`src/rtl/mem_pkg.sv`:
```
// rtl/mem_pkg.sv - shared types and constants for the memory stage
// Contents: FSM state enum, stack-pointer register index, datapath width.
package mem_pkg;

    typedef enum logic [1:0] {
        IDLE  = 2'd0,
        REQ   = 2'd1,
        ABORT = 2'd2
    } mem_state_t;

    localparam logic [4:0] SP_REG = 5'h1B;
    localparam int         DATA_W = 32;

endpackage

```
`src/rtl/mem_wb_reg.sv`:
```
// rtl/mem_wb_reg.sv - MEM/WB pipeline register with single-cycle valid pulse
// Ports: clk, rst_n (async active-low); load strobes the *_in values into the
// register and raises wb_valid for exactly the following cycle; data outputs
// hold until the next load.
module mem_wb_reg
    import mem_pkg::*;
(
    input  logic              clk,
    input  logic              rst_n,
    input  logic              load,
    input  logic              reg_write_in,
    input  logic              mem_to_reg_in,
    input  logic              pop_in,
    input  logic [4:0]        dest_reg_in,
    input  logic [DATA_W-1:0] wb_data_in,
    output logic              wb_valid,
    output logic              reg_write,
    output logic              mem_to_reg,
    output logic              pop,
    output logic [4:0]        dest_reg,
    output logic [DATA_W-1:0] wb_data
);

    always_ff @(posedge clk or negedge rst_n) begin
        if (!rst_n) begin
            wb_valid   <= 1'b0;
            reg_write  <= 1'b0;
            mem_to_reg <= 1'b0;
            pop        <= 1'b0;
            dest_reg   <= 5'd0;
            wb_data    <= '0;
        end else begin
            wb_valid <= load;
            if (load) begin
                reg_write  <= reg_write_in;
                mem_to_reg <= mem_to_reg_in;
                pop        <= pop_in;
                dest_reg   <= dest_reg_in;
                wb_data    <= wb_data_in;
            end
        end
    end

endmodule

```
`src/rtl/mem_unit.sv`:
```
// rtl/mem_unit.sv - pipeline memory stage: load/store/stack access over req/ack
// Ports: clk, rst_n (async active-low); ex_* / *_in from execute stage;
// mem_stall back-pressure; dmem_* memory request channel; MEM/WB outputs
// (wb_valid, RegWrite_out, MemToReg_out, pop_out, DestReg_out, WB_data);
// mem_err sticky watchdog flag.
// Optional feature: MEM_UNIT_TIMEOUT_EN enables the REQ watchdog and ABORT state.
module mem_unit
    import mem_pkg::*;
#(
    parameter int ADDR_W         = 16,
    parameter int TIMEOUT_CYCLES = 255
) (
    input  logic              clk,
    input  logic              rst_n,
    input  logic              ex_valid,
    input  logic              RegWrite_in,
    input  logic              MemWrite_in,
    input  logic              MemRead_in,
    input  logic              MemToReg_in,
    input  logic              MemSrc_in,
    input  logic              pop_in,
    input  logic [4:0]        DestReg_in,
    input  logic [DATA_W-1:0] EX_in,
    input  logic [DATA_W-1:0] MemWrite_data_in,
    input  logic [DATA_W-1:0] SP_in,
    output logic              mem_stall,
    output logic              dmem_req,
    output logic              dmem_we,
    output logic [ADDR_W-1:0] dmem_addr,
    output logic [DATA_W-1:0] dmem_wdata,
    input  logic              dmem_ack,
    input  logic [DATA_W-1:0] dmem_rdata,
    output logic              wb_valid,
    output logic              RegWrite_out,
    output logic              MemToReg_out,
    output logic              pop_out,
    output logic [4:0]        DestReg_out,
    output logic [DATA_W-1:0] WB_data,
    output logic              mem_err
);

    mem_state_t state, next_state;

    logic              accept_alu, accept_mem, ack_done, timeout;
    logic [DATA_W-1:0] sel_addr;
    logic              lat_reg_write, lat_mem_to_reg, lat_pop;
    logic [4:0]        lat_dest;
    logic [DATA_W-1:0] lat_ex;

    logic              wb_load, wb_reg_write, wb_mem_to_reg, wb_pop;
    logic [4:0]        wb_dest;
    logic [DATA_W-1:0] wb_data_sel;

    // ex_valid is only honoured in IDLE; upstream holds its inputs while stalled.
    assign accept_alu = (state == IDLE) && ex_valid && !(MemRead_in || MemWrite_in);
    assign accept_mem = (state == IDLE) && ex_valid &&  (MemRead_in || MemWrite_in);
    assign ack_done   = (state == REQ) && dmem_ack;
    assign sel_addr   = MemSrc_in ? SP_in : EX_in;
    assign mem_stall  = (state != IDLE);

    // Only the low ADDR_W bits of the selected address reach memory.
    logic unused_addr_bits;
    assign unused_addr_bits = ^sel_addr;

    always_ff @(posedge clk or negedge rst_n) begin
        if (!rst_n) state <= IDLE;
        else        state <= next_state;
    end

    always_comb begin
        next_state = state;
        case (state)
            IDLE:    if (accept_mem) next_state = REQ;
            REQ:     if (dmem_ack)     next_state = IDLE;
                     else if (timeout) next_state = ABORT;
            ABORT:   next_state = IDLE;
            default: next_state = IDLE;
        endcase
    end

    // Request channel and instruction latch; dmem_we doubles as the latched
    // write flag, so a store never selects read data for writeback.
    always_ff @(posedge clk or negedge rst_n) begin
        if (!rst_n) begin
            dmem_req       <= 1'b0;
            dmem_we        <= 1'b0;
            dmem_addr      <= '0;
            dmem_wdata     <= '0;
            lat_reg_write  <= 1'b0;
            lat_mem_to_reg <= 1'b0;
            lat_pop        <= 1'b0;
            lat_dest       <= 5'd0;
            lat_ex         <= '0;
        end else if (accept_mem) begin
            dmem_req       <= 1'b1;
            dmem_we        <= MemWrite_in;
            dmem_addr      <= sel_addr[ADDR_W-1:0];
            dmem_wdata     <= MemWrite_data_in;
            lat_reg_write  <= RegWrite_in;
            lat_mem_to_reg <= MemToReg_in;
            lat_pop        <= pop_in;
            lat_dest       <= DestReg_in;
            lat_ex         <= EX_in;
        end else if (ack_done || timeout) begin
            dmem_req <= 1'b0;
        end
    end

`ifdef MEM_UNIT_TIMEOUT_EN
    localparam int CNT_W = ($clog2(TIMEOUT_CYCLES + 1) > 8) ? $clog2(TIMEOUT_CYCLES + 1) : 8;

    logic [CNT_W-1:0] wd_cnt;

    // Fires in the REQ cycle that would make the count reach TIMEOUT_CYCLES.
    assign timeout = (state == REQ) && !dmem_ack &&
                     (wd_cnt == CNT_W'(TIMEOUT_CYCLES - 1));

    always_ff @(posedge clk or negedge rst_n) begin
        if (!rst_n) begin
            wd_cnt  <= '0;
            mem_err <= 1'b0;
        end else begin
            if (accept_mem)          wd_cnt <= '0;
            else if (state == REQ)   wd_cnt <= wd_cnt + 1'b1;
            if (timeout)             mem_err <= 1'b1;
        end
    end
`else
    logic unused_timeout_cfg;
    assign unused_timeout_cfg = (TIMEOUT_CYCLES != 0);
    assign timeout = 1'b0;
    assign mem_err = 1'b0;
`endif

    // Pass-through ops load straight from the inputs; memory ops load from the latch.
    assign wb_load       = accept_alu || ack_done;
    assign wb_reg_write  = accept_alu ? RegWrite_in : lat_reg_write;
    assign wb_mem_to_reg = accept_alu ? MemToReg_in : lat_mem_to_reg;
    assign wb_pop        = accept_alu ? pop_in      : lat_pop;
    assign wb_dest       = accept_alu ? DestReg_in  : lat_dest;
    assign wb_data_sel   = accept_alu ? EX_in :
                           (lat_mem_to_reg && !dmem_we) ? dmem_rdata : lat_ex;

    mem_wb_reg u_mem_wb_reg (
        .clk           (clk),
        .rst_n         (rst_n),
        .load          (wb_load),
        .reg_write_in  (wb_reg_write),
        .mem_to_reg_in (wb_mem_to_reg),
        .pop_in        (wb_pop),
        .dest_reg_in   (wb_dest),
        .wb_data_in    (wb_data_sel),
        .wb_valid      (wb_valid),
        .reg_write     (RegWrite_out),
        .mem_to_reg    (MemToReg_out),
        .pop           (pop_out),
        .dest_reg      (DestReg_out),
        .wb_data       (WB_data)
    );

endmodule

```
`config.mk`:
```
export PLATFORM = sky130hd
export DESIGN_NAME = mem_unit
export DESIGN_NICKNAME = d
export VERILOG_FILES = /design/src/rtl/mem_pkg.sv /design/src/rtl/mem_wb_reg.sv /design/src/rtl/mem_unit.sv
export SDC_FILE = /design/constraint.sdc
export NUM_CORES = 1
export LEC_CHECK = 0
export CAP_MARGIN = 20
export CORE_ASPECT_RATIO = 0.7
export CORE_MARGIN = 8
export CORE_UTILIZATION = 25
export DETAILED_ROUTE_END_ITERATION = 12
export HOLD_SLACK_MARGIN = 0.12
export PLACE_DENSITY = 0.52
export SLEW_MARGIN = 0
export SYNTH_ARGS = -nofsm -noshare
export SYNTH_HDL_FRONTEND = slang
export SYNTH_HIERARCHICAL = 1
export SYNTH_SLANG_ARGS = --single-unit
```
`constraint.sdc`:
```
create_clock -name clk -period 2.1 [get_ports clk]
set_clock_uncertainty 0.15 [all_clocks]
set_input_delay 0.525 -clock clk [delete_from_list [all_inputs] [get_ports clk]]
set_output_delay 0.525 -clock clk [all_outputs]
set_load 0.02 [all_outputs]
```
== After elaboration in Yosys (flattened, before gate mapping) ==
Index checks and enable logic that the tools add are counted.
Cells by class
  reduce and logical (&&, ||, !) cells: 13
  eq/ne operators: 3
  muxes and demuxes: 12
Operators with widths (count)
  2-to-1 mux 32 bit: 2
  2-to-1 mux 16 bit: 1
  logical AND 1 bit: 5
  2-to-1 mux 1 bit: 5
  2-to-1 mux 5 bit: 1
  2-to-1 mux 2 bit: 2
  inequality test 2 bit (second input constant): 2
  one-hot mux 2 bit (2 select lines): 1
  nonzero test 2 bit: 2
  equality test 2 x 1 -> 1 bit (second input constant): 1
  logical NOT 1 bit: 2
  logical NOT 2 bit: 1
  logical OR 1 bit: 2
  AND reduction 2 bit: 1
Word-level totals
  register bits after elaboration: 133
  output and inout port bits: 93
  word-level logic and storage cells: 44
  input bits: 143

== Longest topological paths before layout ==
Gate-level depths: netlist of run 1.
  depth in word-level cells: 5
  depth in mapped cells: 6
  depth with buffers taken out: 4

== Modules after synthesis ==
The synthesis of run 1 kept the hierarchy.
Modules (own cells, without submodules)
  mem_unit: sequential area each 2277.2 sq um, area each 4862.2 sq um, instances 1, cells each 336
  mem_wb_reg: sequential area each 1026.0 sq um, area each 1521.5 sq um, instances 1, cells each 85

== Least setup slack after synthesis of run 1 ==
Ideal clock, no wire load.
  path kind: register to register
  from: reg state[0]
  to: reg u_mem_wb_reg.dest_reg[0]
  required time: 1.825 ns
  slack: 0.024 ns
  stages on the path, launching flop included: 7
  arrival: 1.801 ns
  setup time: 0.125 ns
  period minus slack after synthesis: 2.076 ns
  path buffers: 3
  cell sequence: dfrtp_1 -> nor4b_2 -> buf_4 -> buf_6 -> nand2b_1 -> buf_6 -> mux2_2
On the way
  cells in the longest elaborated chain, start to end: 4
  elaborated cells between the ends (all ways): 7
  those cells by class: eq/ne (1); mux (1); reduce/logical (5)
Ends and longest elaborated chain
  from (decl): RTL line mem_unit.sv:42  | mem_state_t state, next_state;
  from (signal assigned): RTL line mem_unit.sv:67  | else state <= next_state;
  logical NOT 2 bit: RTL line mem_unit.sv:55  | assign accept_alu = (state == IDLE) && ex_valid && !(MemRead_in || MemWrite_in);
  logical AND 1 bit (2 in a row): RTL line mem_unit.sv:55
  logical OR 1 bit *: RTL line mem_unit.sv:136  | assign wb_load = accept_alu || ack_done;
  net wb_load: RTL line mem_unit.sv:50  | logic wb_load, wb_reg_write, wb_mem_to_reg, wb_pop;
  to (signal assigned): RTL line mem_wb_reg.sv:38  | dest_reg <= dest_reg_in;
  to (decl): RTL line mem_wb_reg.sv:20  | output logic [4:0] dest_reg,
Mark *: on every way through the listed nets, which the timed path passes. The rest lies on a longest branch.
A chain may end at the register's enable or synchronous reset.

== Final worst setup path of run 1 ==
  from: reg u_mem_wb_reg.wb_data[19]
  to: out WB_data[19]
RTL lines
  from (decl): RTL line mem_wb_reg.sv:21  | output logic [DATA_W-1:0] wb_data
  from (signal assigned): RTL line mem_wb_reg.sv:39  | wb_data <= wb_data_in;
  to (decl): RTL line mem_unit.sv:38  | output logic [DATA_W-1:0] WB_data,
No word-level cell between the ends.

==> impl_metrics.py, run 1 <==
metrics = {
    "outcome": {
        "outcome": "completed",
    },
    "setup_path": {
        "r2r_slack_ps": 180,
        "r2r-end": "u_mem_wb_reg/dest_reg[4]",
        "worstSetupPathType": "reg -> out",
        "required_ps": 1420,
        "path_cells": "clkdlybuf4s50_1",
        "endpoint": "WB_data[19]",
        "end_kind": "output pin",
        "cp_slowest_cell": "clkdlybuf4s50_1",
        "start_kind": "flip-flop",
        "crit_path_max_incr_delay_ps": 610,
        "cp_top_family": "buffers and inverters",
        "worstPathMaxFanout": 2,
        "r2r_start": "state[0]",
        "crit_cells": 1,
        "crit_start": "u_mem_wb_reg/wb_data[19]",
        "arrival_ps": 1360,
        "reg2regPathDepth": 4,
        "path_buf_inv": 1,
    },
    "grt": {
        "antenna_found_initial": 2,
        "grt_max_degree": 48,
        "track_usage": 0.1198,
        "grt_pass1_vias": 4842,
        "grt-ovfl-total": 0,
        "grt_pass1_wl_mm": 28.36,
    },
    "synthesis": {
        "synth-adder-area-share": 0,
        "synth_fp_nets": 564,
        "ys_seq_elements": 132,
        "synth_area_leader_cell": "dfrtp_1",
        "synth_top_family_by_area": "multiplexers",
        "synth_compound_area_frac": 0.03156,
        "synth.top_cell.area_share": 0.5174,
        "synth-simple-area-share": 0.02568,
        "synth_area_leaders": "dfrtp_1 52%, mux2_4 21%, mux2_2 10%, mux2i_1 5.0%, buf_12 3.1%",
        "avgSynthCellArea_um2": 15.16,
        "syn-cell-area_um2": 6384,
        "syn_inst": 421,
        "synthMuxAreaShare": 0.3701,
        "ys.warnings.count": 6,
        "yosysSeqAreaShare": 0.5174,
        "synth_xor_area_frac": 0,
        "yosys.cell_types.count": 22,
    },
    "floorplanning": {
        "coreArea_um2": 25380,
        "start_util": 0.2515,
        "die_w_um": 207.0,
        "row_count": 49,
        "io_pins": 236,
        "die-area_um2": 30990,
        "dieHeight_um": 149.7,
    },
    "cts": {
        "cts-root-buf": "clkbuf_16",
        "cts_setup_buffers": 0,
        "clock_latency_ps": 420,
        "cts.sinks": 132,
        "cts_buffer_depth": 2,
        "clk_pin_slew_ps": 60,
        "cts_buffers": 17,
        "h-tree-depth": 4,
        "cts_tree": "built",
    },
    "power": {
        "seq_power_share": 0.356,
        "p_sw_mw": 3.460,
        "p_int_mw": 7.287,
        "p_leak_nw": 4.470,
        "switching_share": 0.3220,
        "power-per-cell-area_nw_per_um2": 1126,
        "power_frac_comb": 0.369,
        "power_mw": 10.75,
        "vdd_ir_drop_max_mv": 0.5565,
        "clockPowerShare": 0.275,
    },
    "finish": {
        "fin_nets": 793,
        "biggestRegsByFlops": "dmem_wdata: 32 flops, lat_ex: 32 flops, u_mem_wb_reg/wb_data: 32 flops",
        "post-route-util": 0.3760,
        "most-common-layout-cells": "132 x dfrtp_1, 129 x clkdlybuf4s50_1, 88 x mux2_4, 59 x mux2_2, 59 x dlygate4sd2_1",
        "fillers": 2460,
        "drive_above_1_share": 0.3112,
        "layout_commonest_cell": "dfrtp_1",
        "area_growth_pct": 49.51,
        "antenna_cells": 0,
        "layoutNonFillerInstCount": 993,
    },
    "drt": {
        "route.detailed.drc": 0,
        "viasPerCell": 4.203,
        "postRouteAntennaNets": 0,
        "drt_iter0_markers": 114,
        "dr_total_vias": 4174,
        "routedWlPerCell_um": 18.14,
        "drt_pre_antenna_iters": 4,
        "drt_wl_total_mm": 18.01,
    },
    "timing": {
        "min_period_ps": 2032,
        "fin_hold_ws_ps": 332.6,
        "finalSetupViolCount": 0,
        "hold_violations": 0,
        "period_share": 0.9676,
        "finalSetupTns_ps": 0,
        "final_max_slew_viol_count": 0,
        "max_freq_ghz": 0.4921,
        "rsz0062_at_grt": "false",
    },
    "place": {
        "dpl.hpwl_mm": 13.19,
        "io_buffers": 218,
        "dp_cells": 961,
        "gp_congestion": 0.7519,
    },
    "worst_hold_path": {
        "hold_class": "reg -> reg",
        "holdCritStartpoint": "dmem_req",
    },
    "flow_run": {
        "cap_violations": 0,
    },
}
[power groups by stage]
stage,Clock (mW),Combinational [mW],Sequential (mW)
floorplan,0,1.60,4.58
global placement,0,4.30,3.84
finish,2.96,3.97,3.82
detailed placement,0,4.35,3.88
CTS,3.08,4.08,3.84
global route,3.21,4.24,3.94
[layer usage]
layer	routed length, um	track usage	vias up	part of all wire
li1	-	-	1941	-
met1	7822	0.1462	2073	0.43
met2	7851	0.1748	140	0.44
met3	2124	0.07203	16	0.12
met4	180	0.03527	4	0.010
met5	30	0	-	0.0017
[cells in the mapped netlist]
| library cell | number |
|---|---|
| inv_1 | 1 |
| nand2_1 | 34 |
| o21a_4 | 1 |
| mux2_1 | 5 |
| buf_12 | 10 |
| a21o_2 | 1 |
| a21o_1 | 1 |
| nor4b_2 | 1 |
| buf_4 | 5 |
| nor2b_2 | 1 |
| mux2_4 | 88 |
| o21ai_0 | 23 |
| conb_1 | 1 |
| buf_2 | 6 |
| mux2i_1 | 32 |
| a22o_2 | 1 |
| buf_6 | 6 |
| clkbuf_2 | 2 |
| mux2_2 | 59 |
| o21ai_1 | 9 |
| dfrtp_1 | 132 |
| nand2b_1 | 2 |
[what timing repair did]
item / 4_1_cts / 5_1_grt
gates resized for setup: 59 / 29
endpoints found under the hold margin: 27 / 0
hold buffers: 1 / 0
setup endpoints to repair: 59 / 29
[cell families (layout without fill, tap and decap cells)]
family	Yosys count	after routing
compound gates	36	36
simple gates	38	38
other cells	1	1
flops	132	132
mux	184	184
buf+inv	30	271
[through the flow]
step | cell area [um^2] | setup slack (ps)
floorplan | 6384 | 24.30
global placement | 8950 | -325.2
detailed placement | 8950 | -355.3
CTS | 9472 | 0.6084
global route | 9544 | 1.467
finish | 9544 | 68.07
[cell type report]
cell class                 instances  area (um^2)  share of cell area
tap                              331        414.1             0.04339
inverter                           1        3.754           0.0003933
clock inverter                    12        132.6             0.01390
multi-input combinational        259         2745              0.2876
timing repair buffer             239         2492              0.2611
sequential                       132         3303              0.3461
clock buffer                      19        452.9             0.04746
[worst min-delay path by stage]
stage	endpoint	slack [ps]	cells past startpoint
finish	dmem_req	330	1
global route	lat_dest[3]	360	1
CTS	dmem_req	340	1
detailed placement	dmem_wdata[1]	280	1
global placement	dmem_wdata[6]	270	1
floorplan	dmem_addr[0]	80	0
Power figures use the tool's default switching activity.
==> inputs of run 2 (changes only) <==
--- a/config.mk
+++ b/config.mk
@@ -11,7 +11,7 @@
 export CORE_UTILIZATION = 25
 export DETAILED_ROUTE_END_ITERATION = 12
 export HOLD_SLACK_MARGIN = 0.12
-export PLACE_DENSITY = 0.52
+export PLACE_DENSITY = 0.5
 export SLEW_MARGIN = 0
 export SYNTH_ARGS = -nofsm -noshare
 export SYNTH_HDL_FRONTEND = slang
==> constraint.sdc (replaced) <==
create_clock -name clk -period 2.5 [get_ports clk]
set_clock_uncertainty 0.15 [all_clocks]
set_input_delay 0.5 -clock clk [delete_from_list [all_inputs] [get_ports clk]]
set_output_delay 0.5 -clock clk [all_outputs]
set_load 0.02 [all_outputs]
==> run 2 against run 1 <==
Utilization down 0.37 points. Worst setup slack improved by 250 ps. Die area unchanged. Clock power fell by 18%. Largest cell class unchanged. Largest power group unchanged.
==> impl_metrics.py, run 2 (synthesis results as in run 1) <==
metrics = {
    "setup_path": {
        "required_ps": 1850,
        "crit_path_max_incr_delay_ps": 660,
        "arrival_ps": 1530,
        "path_cells": "clkdlybuf4s50_1",
        "start_kind": "flip-flop",
        "cp_top_family": "buffers and inverters",
        "r2r_start": "state[0]",
        "worstSetupPathType": "reg -> out",
        "reg2regPathDepth": 4,
        "r2r_slack_ps": 560,
        "worstPathMaxFanout": 5,
        "end_kind": "output pin",
        "path_buf_inv": 1,
        "r2r-end": "u_mem_wb_reg/wb_data[13]",
        "cp_slowest_cell": "clkdlybuf4s50_1",
    },
    "floorplanning": {
        "io_pins": 236,
        "coreArea_um2": 25380,
        "row_count": 49,
        "die-area_um2": 30990,
        "die_w_um": 207.0,
        "dieHeight_um": 149.7,
        "start_util": 0.2515,
    },
    "place": {
        "place_area_um2": 8875,
        "dpl.hpwl_mm": 12.71,
        "pre_cts_ws_ps": 6.586,
        "gp_congestion": 0.7275,
        "dp_cells": 956,
        "io_buffers": 218,
    },
    "drt": {
        "route.detailed.drc": 0,
        "drt_pre_antenna_iters": 4,
        "postRouteAntennaNets": 0,
        "viasPerCell": 4.180,
        "drt_wl_total_mm": 17.65,
        "dr_total_vias": 4126,
        "routedWlPerCell_um": 17.88,
        "drt_iter0_markers": 111,
    },
    "flow_run": {
        "cap_violations": 0,
    },
    "grt": {
        "grt-ovfl-total": 0,
        "track_usage": 0.1153,
        "antenna_found_initial": 1,
        "grt_max_degree": 50,
        "grt_pass1_wl_mm": 27.52,
        "grt_pass1_vias": 4690,
    },
    "timing": {
        "fin_ws_ps": 317.6,
        "min_period_ps": 2182,
        "max_freq_ghz": 0.4582,
        "fin_hold_ws_ps": 325.8,
        "finalSetupTns_ps": 0,
        "period_share": 0.8730,
        "final_max_slew_viol_count": 0,
        "finalSetupViolCount": 0,
        "rsz0062_at_grt": "false",
        "hold_violations": 0,
    },
    "cts": {
        "cts_buffers": 17,
        "clk_pin_slew_ps": 60,
        "cts_setup_buffers": 0,
        "cts_tree": "built",
        "clock_latency_ps": 410,
        "cts_buffer_depth": 2,
        "cts.sinks": 132,
        "cts-root-buf": "clkbuf_16",
        "h-tree-depth": 4,
    },
    "power": {
        "power_frac_comb": 0.389,
        "seq_power_share": 0.348,
        "vdd_ir_drop_max_mv": 0.4193,
        "p_sw_mw": 2.857,
        "power-per-cell-area_nw_per_um2": 976.7,
        "p_int_mw": 6.373,
        "switching_share": 0.3095,
        "clockPowerShare": 0.263,
        "p_leak_nw": 4.076,
    },
    "worst_hold_path": {
        "hold_class": "reg -> reg",
        "holdCritStartpoint": "dmem_req",
        "hold_depth": 1,
        "min_to": "dmem_req",
    },
    "finish": {
        "most-common-layout-cells": "217 x clkdlybuf4s50_1, 132 x dfrtp_1, 88 x mux2_4, 59 x mux2_2, 34 x nand2_1",
        "area_growth_pct": 48.04,
        "layout_commonest_cell": "clkdlybuf4s50_1",
        "drive_above_1_share": 0.3034,
        "layoutNonFillerInstCount": 987,
        "antenna_cells": 0,
        "fin_area_um2": 9450,
        "fin_nets": 788,
        "biggestRegsByFlops": "dmem_wdata: 32 flops, lat_ex: 32 flops, u_mem_wb_reg/wb_data: 32 flops",
    },
    "outcome": {
        "outcome": "completed",
    },
}
## run 2: how the worst max path moves through the flow
| stage | startpoint | slack [ps] | cells after the start | end |
|---|---|---|---|---|
| after floorplan | state[0] | 420 | 6 | u_mem_wb_reg/dest_reg[0] |
| after global placement | MemWrite_in | 40 | 6 | u_mem_wb_reg/wb_data[10] |
| after detailed placement | MemWrite_in | 7 | 5 | u_mem_wb_reg/wb_data[13] |
| after CTS | state[0] | 280 | 1 | mem_stall |
| after global routing | state[0] | 250 | 1 | mem_stall |
| final | state[0] | 320 | 1 | mem_stall |
## run 2: repair_timing
action,in CTS,in global routing
hold endpoints to repair,44,0
gates resized for setup,0,0
hold buffers,1,0
## run 2: layout make-up
cell class,instances,area (um^2)
clock buffer,20,456.7
sequential,132,3303
inverter,1,3.754
fill,2433,15930
timing repair buffer,234,2419
tap,331,414.1
clock inverter,10,108.9
multi-input combinational,259,2745
## run 2: power groups by stage
stage	clock (mW)	sequential, mW	combinational (mW)
global placement	0	3.22	3.60
floorplan	0	3.85	1.34
detailed placement	0	3.25	3.63
finish	2.43	3.21	3.59
global route	2.63	3.31	3.81
CTS	2.53	3.23	3.65
## run 2: per-layer routing
metal / vias to the layer above / GRT usage / share of wire
li1: 1932 / - / -
met1: 2065 / 0.1467 / 0.46
met2: 114 / 0.1757 / 0.45
met3: 13 / 0.05018 / 0.081
met4: 2 / 0.03278 / 0.012
met5: - / 0 / 0.00074
## run 2: stage by stage
step | util | power [mW]
after floorplan | - | 5.190
after global placement | 0.3497 | 6.821
after detailed placement | 0.3497 | 6.879
after CTS | 0.3723 | 9.405
after global routing | 0.3723 | 9.751
final | 0.3723 | 9.230
==> inputs of run 3 (changes only) <==
--- a/config.mk
+++ b/config.mk
@@ -8,10 +8,10 @@
 export CAP_MARGIN = 20
 export CORE_ASPECT_RATIO = 0.7
 export CORE_MARGIN = 8
-export CORE_UTILIZATION = 25
+export CORE_UTILIZATION = 48
 export DETAILED_ROUTE_END_ITERATION = 12
 export HOLD_SLACK_MARGIN = 0.12
-export PLACE_DENSITY = 0.5
+export PLACE_DENSITY = 0.86
 export SLEW_MARGIN = 0
 export SYNTH_ARGS = -nofsm -noshare
 export SYNTH_HDL_FRONTEND = slang
==> constraint.sdc (replaced) <==
create_clock -name clk -period 2.7 [get_ports clk]
set_clock_uncertainty 0.15 [all_clocks]
set_input_delay 0.54 -clock clk [delete_from_list [all_inputs] [get_ports clk]]
set_output_delay 0.54 -clock clk [all_outputs]
set_load 0.02 [all_outputs]
==> run 3 against run 2 <==
Utilization grew 33 points. Wire length shrank 6.5%. Largest power group unchanged. Global-route usage rose by 7.9 points. Sequential share of layout area increased by 0.84 points. Sequential power down 6.9%. Worst setup slack gained 120 ps. Count of clock-buffer cells in the layout down 2. Clock power shrank 2%. Hold slack got worse by 210 ps.
==> impl_metrics.py, run 3 (synthesis results as in run 1) <==
metrics = {
    "timing": {
        "finalSetupTns_ps": 0,
        "hold_violations": 0,
        "fin_ws_ps": 439.5,
        "final_max_slew_viol_count": 0,
        "min_period_ps": 2260,
        "tightest_slew_ps": 685.9,
        "fin_hold_ws_ps": 112.7,
        "max_freq_ghz": 0.4424,
        "rsz0062_at_grt": "false",
        "slew_headroom": 0.5428,
        "period_share": 0.8372,
        "finalSetupViolCount": 0,
    },
    "drt": {
        "drt_wl_total_mm": 16.51,
        "route.detailed.drc": 0,
        "drt_pre_antenna_iters": 4,
        "postRouteAntennaNets": 0,
        "met2_length_mm": 7.711,
        "drt_iter0_markers": 115,
        "route.top_layer_used": "met4",
        "dr_total_vias": 4148,
        "viasPerCell": 5.083,
        "routedWlPerCell_um": 20.23,
        "wl_met3_mm": 1.464,
        "wl_met1_mm": 7.189,
    },
    "setup_path": {
        "crit_path_max_incr_delay_ps": 710,
        "reg2regPathDepth": 5,
        "r2r-end": "u_mem_wb_reg/wb_data[13]",
        "r2r_slack_ps": 680,
        "r2r_start": "dmem_we",
        "path_cells": "clkdlybuf4s50_1",
        "worstSetupPathType": "reg -> out",
        "endpoint": "mem_stall",
        "crit_start": "state[0]",
        "end_kind": "output pin",
        "path_buf_inv": 1,
        "worstPathMaxFanout": 5,
        "start_kind": "flip-flop",
        "arrival_ps": 1570,
        "cp_slowest_cell": "clkdlybuf4s50_1",
        "cp_top_family": "buffers and inverters",
        "required_ps": 2010,
        "crit_cells": 1,
    },
    "outcome": {
        "outcome": "completed",
    },
    "finish": {
        "most-common-layout-cells": "217 x clkdlybuf4s50_1, 132 x dfrtp_1, 88 x mux2_4, 59 x mux2_2, 34 x nand2_1",
        "layout_commonest_cell": "clkdlybuf4s50_1",
        "drive_above_1_share": 0.2985,
        "antenna_cells": 0,
        "biggestRegsByFlops": "dmem_wdata: 32 flops, lat_ex: 32 flops, u_mem_wb_reg/wb_data: 32 flops",
        "fin_area_um2": 9228,
        "fin_nets": 782,
        "post-route-util": 0.7047,
        "area_growth_pct": 44.55,
    },
    "cts": {
        "cts_setup_buffers": 0,
        "cts.repair.resized": 0,
        "cts_tree": "built",
        "clk_pin_slew_ps": 60,
        "clock_latency_ps": 400,
        "h-tree-depth": 4,
        "cts_buffer_depth": 2,
        "cts.sinks": 132,
        "hold_buffers": 0,
        "cts-root-buf": "clkbuf_16",
        "cts_buffers": 17,
    },
    "floorplanning": {
        "io_pins": 236,
        "die_w_um": 153.8,
        "coreArea_um2": 13090,
        "die-area_um2": 17300,
        "start_util": 0.4875,
        "dieHeight_um": 112.5,
        "row_count": 35,
    },
    "place": {
        "gp_congestion": 0.7560,
        "pre_cts_ws_ps": 106.7,
        "place_area_um2": 8615,
        "io_buffers": 218,
        "dpl.hpwl_mm": 11.74,
    },
    "grt": {
        "grt_pass1_vias": 4801,
        "antenna_found_initial": 0,
        "grt_max_degree": 133,
        "grt_pass1_wl_mm": 26.68,
        "grt-ovfl-total": 0,
        "track_usage": 0.1944,
    },
    "power": {
        "vdd_ir_drop_max_mv": 0.5662,
        "power-per-cell-area_nw_per_um2": 944.1,
        "p_leak_nw": 4.044,
    },
    "flow_run": {
        "cap_violations": 0,
    },
    "worst_hold_path": {
        "hold_class": "in -> async",
    },
}
run 3: how the worst min path moves through the flow:
stage               startpoint                  endpoint  slack (ps)  cells past startpoint
global placement      dmem_req                  dmem_req         320                      1
finish                   rst_n  u_mem_wb_reg/wb_data[21]         110                      2
CTS                      rst_n                lat_ex[23]         130                      2
global route             rst_n  u_mem_wb_reg/wb_data[23]         160                      2
detailed placement    dmem_req                  dmem_req         320                      1
floorplan                rst_n              dmem_addr[0]          90                      0
run 3: worst register-to-register path, stage by stage (launching register included):
cell	delay, ps
dfrtp_1	380
nand2b_2	490
buf_12	280
mux2i_1	220
o21ai_0	100
mux2_2	280
run 3: layout make-up:
type / instances / area [um^2]
Sequential cell: 132 / 3303
Clock inverter: 12 / 183.9
Fill cell: 869 / 3866
Inverter: 1 / 3.754
Tap cell: 166 / 207.7
Clock buffer: 18 / 429.2
Timing Repair Buffer: 228 / 2355
Multi-Input combinational cell: 259 / 2745
run 3: layer usage:
metal  GRT usage  up-vias
met3     0.08560       12
met4     0.05075        0
met2      0.3084      160
met1      0.2382     2056
met5           0        -
li1            -     1920
run 3: report_power, final:
| group | internal, mW | total, mW | switching [mW] |
|---|---|---|---|
| Combinational | 1.88 | 3.33 | 1.44 |
| Clock | 1.54 | 2.39 | 0.849 |
| Sequential | 2.62 | 2.99 | 0.376 |
| Total | 6.04 | 8.71 | 2.67 |
run 3: through the flow:
stage                     cells  power (mW)
final                       816       8.712
after global placement      786       6.239
after floorplan             421       4.806
after CTS                   816       8.814
after detailed placement    786       6.357
after global routing        816       9.113
